$ cat src/rtl/aes_sr_column_feeder.sv
// AES ShiftRows column feeder.
// Captures a 128-bit AES state (optionally applying ShiftRows on the way in)
// and hands it to a single-column MixColumns stage one 32-bit column per
// transfer. Handshakes use valid/ready on both sides. A new state can be
// accepted on the same cycle the last column leaves, so a continuous stream
// costs exactly four cycles per state.
//
// state | meaning
// ------+------------------------------------------------------------
// IDLE  | nothing held; in_ready=1, waiting for an input transfer
// EMIT  | state held; presenting column idx on out_col
module aes_sr_column_feeder #(
  parameter int SHIFT_EN = 1
) (
  input  logic         clk,
  input  logic         rst_n,
  input  logic         in_valid,
  output logic         in_ready,
  input  logic [127:0] in_state,
  input  logic         in_last,
  output logic         out_valid,
  input  logic         out_ready,
  output logic [31:0]  out_col,
  output logic [1:0]   out_idx,
  output logic         out_last_col,
  output logic         out_bypass
);

  typedef enum logic {
    ST_IDLE = 1'b0,
    ST_EMIT = 1'b1
  } fsm_t;

  fsm_t         fsm_q, fsm_d;
  logic [1:0]   idx_q, idx_d;
  logic [127:0] state_q, state_d;
  logic         last_q, last_d;
  logic [31:0]  col_q, col_d;

  logic [127:0] shifted;
  logic         in_xfer;
  logic         out_xfer;

  // Column c of a 128-bit state lives at bits [32c +: 32].
  function automatic logic [31:0] col_of(input logic [127:0] s, input logic [1:0] i);
    logic [31:0] r;
    case (i)
      2'd0:    r = s[31:0];
      2'd1:    r = s[63:32];
      2'd2:    r = s[95:64];
      default: r = s[127:96];
    endcase
    return r;
  endfunction

  // Byte routing at capture: row r of column c comes from column (c+r) mod 4
  // when ShiftRows is enabled, otherwise straight through.
  always_comb begin
    shifted = '0;
    for (int c = 0; c < 4; c++) begin
      for (int r = 0; r < 4; r++) begin
        if (SHIFT_EN != 0)
          shifted[32*c+8*r +: 8] = in_state[32*((c+r)%4)+8*r +: 8];
        else
          shifted[32*c+8*r +: 8] = in_state[32*c+8*r +: 8];
      end
    end
  end

  // State register and datapath flops; reset discards any held state.
  always_ff @(posedge clk or negedge rst_n) begin
    if (!rst_n) begin
      fsm_q   <= ST_IDLE;
      idx_q   <= 2'd0;
      state_q <= '0;
      last_q  <= 1'b0;
      col_q   <= '0;
    end else begin
      fsm_q   <= fsm_d;
      idx_q   <= idx_d;
      state_q <= state_d;
      last_q  <= last_d;
      col_q   <= col_d;
    end
  end

  // Next-state: capture, advance through columns, chain or return to IDLE.
  always_comb begin
    fsm_d    = fsm_q;
    idx_d    = idx_q;
    state_d  = state_q;
    last_d   = last_q;
    col_d    = col_q;
    in_xfer  = in_valid && in_ready;
    out_xfer = out_valid && out_ready;
    case (fsm_q)
      ST_IDLE: begin
        if (in_xfer) begin
          fsm_d   = ST_EMIT;
          idx_d   = 2'd0;
          state_d = shifted;
          last_d  = in_last;
          col_d   = shifted[31:0];
        end
      end
      default: begin
        if (out_xfer) begin
          if (idx_q != 2'd3) begin
            idx_d = idx_q + 2'd1;
            col_d = col_of(state_q, idx_q + 2'd1);
          end else if (in_xfer) begin
            // Back-to-back: last column leaves as the next state arrives.
            idx_d   = 2'd0;
            state_d = shifted;
            last_d  = in_last;
            col_d   = shifted[31:0];
          end else begin
            fsm_d = ST_IDLE;
          end
        end
      end
    endcase
  end

  // Handshake outputs decoded from the FSM state and column index.
  always_comb begin
    in_ready     = 1'b1;
    out_valid    = 1'b0;
    out_last_col = 1'b0;
    if (fsm_q == ST_EMIT) begin
      out_valid    = 1'b1;
      in_ready     = (idx_q == 2'd3) && out_ready;
      out_last_col = (idx_q == 2'd3);
    end
  end

  assign out_col    = col_q;
  assign out_idx    = idx_q;
  assign out_bypass = last_q;

endmodule

$ cat config.mk
export PLATFORM = sky130hd
export DESIGN_NAME = aes_sr_column_feeder
export DESIGN_NICKNAME = d
export VERILOG_FILES = /design/src/rtl/aes_sr_column_feeder.sv
export SDC_FILE = /design/constraint.sdc
export NUM_CORES = 1
export LEC_CHECK = 0
export ABC_AREA = 1
export BUFFER_PORTS_ARGS = -buffer_cell sky130_fd_sc_hd__clkbuf_2
export CORE_MARGIN = 2
export CORE_UTILIZATION = 49
export DETAILED_ROUTE_END_ITERATION = 10
export PLACE_DENSITY_LB_ADDON = 0.25
export SYNTH_ARGS = -nofsm -noshare
export SYNTH_HDL_FRONTEND = slang
export SYNTH_SLANG_ARGS = --single-unit
$ cat constraint.sdc
create_clock -name clk -period 1.5 [get_ports clk]
set_input_delay 0.075 -clock clk [delete_from_list [all_inputs] [get_ports clk]]
set_output_delay 0.075 -clock clk [all_outputs]
set_load 0.02 [all_outputs]
==> flow_summary.yaml <==
status:
  status: "complete, but fails checks"
  violations: "negative hold slack, negative setup slack"
worst_setup_path:
  cp-start-kind: "flip-flop"
  critPathArrivalTime_ns: 1.99
  crit_path_end_kind: "flip-flop"
  reg2reg_depth: 9
  cp_max_fo: 52
  crit_required_ns: 1.86
  path_class: "flip-flop to flip-flop"
clocking:
  cts_tree: "yes"
  clk_pin_slew_worst_paths_ns: 0.06
  cts_made_buffers: 17
  insertion_delay_ns: 0.42
  cts_max_path_buffers: 2
  htreeDepth: 4
  cts.sinks: 155
  cts_root_buffer: "clkbuf_16"
sta:
  final.period_utilization_pct: 109
  max-slew-margin-rel_pct: 66.9
  finalSetupTns_ns: -1.27
  fin_skew_ns: 0.00600
  fmax_mhz: 613
  period_minus_slack_ns: 1.63
  whs_ns: -0.00394
  worst_pin_slew_ns: 0.496
  setup-violations-final: 41
  hold_viol_final: 1
  layout_setup_ws_ns: -0.131
  slew_violations: 0
  rsz0062_at_grt: "true"
detailed_routing:
  viasPerCell: 5.27
  vias: 7864
  postRouteAntennaNets: 0
  drc: 0
  wl_per_cell_um: 16.3
  drt_first_iter_violations: 791
  dr.pass1.iters: 7
  finalWirelength_mm: 24.4
placed_design:
  dpl.hpwl_mm: 14.2
  placed_area_mm2: 0.00876
  port_buffers: 170
  gp_congestion: 0.872
final_layout:
  regArea_mm2: 0.00388
  utilization_pct: 75.9
  fin_area_mm2: 0.0110
  fill_cells: 1017
  final_common_cell: "nand2_1"
  multi_input_area_mm2: 0.00325
  syn2layout_area_growth_pct: 51.5
  most-common-layout-cells: "nand2_1, clkbuf_2, dfrtp_1"
  diodes: 0
  nets: 1434
  drive_above_1_share_pct: 26.2
hold_path:
  whs_path_depth: 4
  min_path_type: "input pin to flip-flop"
grt:
  grt_use_total_pct: 29.7
  overflow: 0
  antenna_found_initial: 0
  grt_pass1_wl_mm: 37.0
  grt_start_max_net_pins: 55
  grt_pass1_vias: 7638
floorplanning:
  fp.dieH_um: 126
  dieArea_mm2: 0.0158
  coreArea_mm2: 0.0145
  initial_core_util_pct: 50.1
  pin_count: 171
  rows: 44
  fp.dieW_um: 126
synthesis:
  yosysSeqAreaShare_pct: 53.3
  syn_inst: 970
  synth_area_mm2: 0.00728
  synth_area_per_cell_um2: 7.50
  synth.net_count: 1107
  synth_cell_types: 20
  synth-warning-count: 0
  synth-seq-cells: 155
run:
  drv_cap: 0
power:
  powerDensity_mw_per_mm2: 2040
  power.total_w: 0.0224
  vdd_ir_drop_max_v: 0.00127
  p_leak_nw: 5.90
-- routing by layer --
metal  share of wire, %  track usage, %
met4                2.6            10.5
met2                 50            51.0
met3                7.6            7.05
met1                 40            36.8
met5                  0               0
-- synthesized netlist by cell type (all sizes together) --
master  instances  area, µm²
clkbuf         20       75.1
nor2           22       82.6
nand2         541       2050
dfrtp         155       3880
buf            40        225
a21oi          46        230
a211oi          1       7.51
o22ai           5       31.3
clkinv          1       3.75
ha              4       50.1
o21ai          24        120
inv            26       97.6
nand3          85        425
-- through the flow --
step           setup WS, ns  std cells
2_1_floorplan       -0.0188        970
3_3_place_gp        -0.0438       1335
3_5_place_dp         -0.111       1335
4_1_cts              -0.107       1485
5_1_grt              -0.209       1493
6_report             -0.131       1493
-- cells by family after synthesis --
| group | after synthesis | share of synthesized area, % |
|---|---|---|
| buffers and inverters | 87 | 5.52 |
| AND/OR/NAND/NOR | 648 | 35.1 |
| AO/OA/AOI/OAI | 76 | 5.35 |
| adder cells (fa/ha/maj) | 4 | 0.688 |
| flip-flops | 155 | 53.3 |
-- repair_timing --
action / 4_1_cts / 5_1_grt
gates resized for setup: 27 / 59
cloned: 0 / 5
setup endpoints to repair: 98 / 64
hold buffers: 110 / 2
pin swaps: 5 / 9
endpoints found under the hold margin: 164 / 2
buffers inserted: 9 / 1
-- worst paths after layout --
path | start | end | slack, ns
max | out_idx[0] | out_col[18] | -0.13
min reg2reg | state_q[31] | state_q[31] | 0.48
max reg2reg | out_idx[0] | out_col[18] | -0.13
min in group asynchronous | rst_n | state_q[70] | 0.16
min | in_state[45] | state_q[13] | -0.004
max in group asynchronous | rst_n | state_q[78] | 0.67
-- worst max-delay path, cell delays in order, from the launching register on --
cell	delay [ns]
dfrtp_2	0.43
ha_4	0.18
nand2_4	0.06
nand2_4	0.06
nand2_4	0.20
buf_16	0.25
nand2_1	0.09
nand3_1	0.09
nand3_1	0.11
nand2_1	0.10
-- sequential cells by signal, summed over array words and instances (netlist names) --
name        cells
out_idx         2
out_bypass      1
state_q       119
out_col        32
fsm_q           1
-- power by group --
part	switching [W]	total [W]	internal (W)
Sequential	0.00140	0.00757	0.00617
Combinational	0.00604	0.0105	0.00449
Clock	0.00172	0.00434	0.00262
Total	0.00916	0.0224	0.0133
-- area by class of cell --
cell class | count | share of cell area [%]
inverters | 27 | 1.07
multi-input cells | 728 | 29.5
clock inverters | 10 | 1.04
flip-flops and latches | 155 | 35.2
well taps | 184 | 2.09
clock buffers | 21 | 4.36
repair buffers | 368 | 26.7
Power figures use the tool's default switching activity.
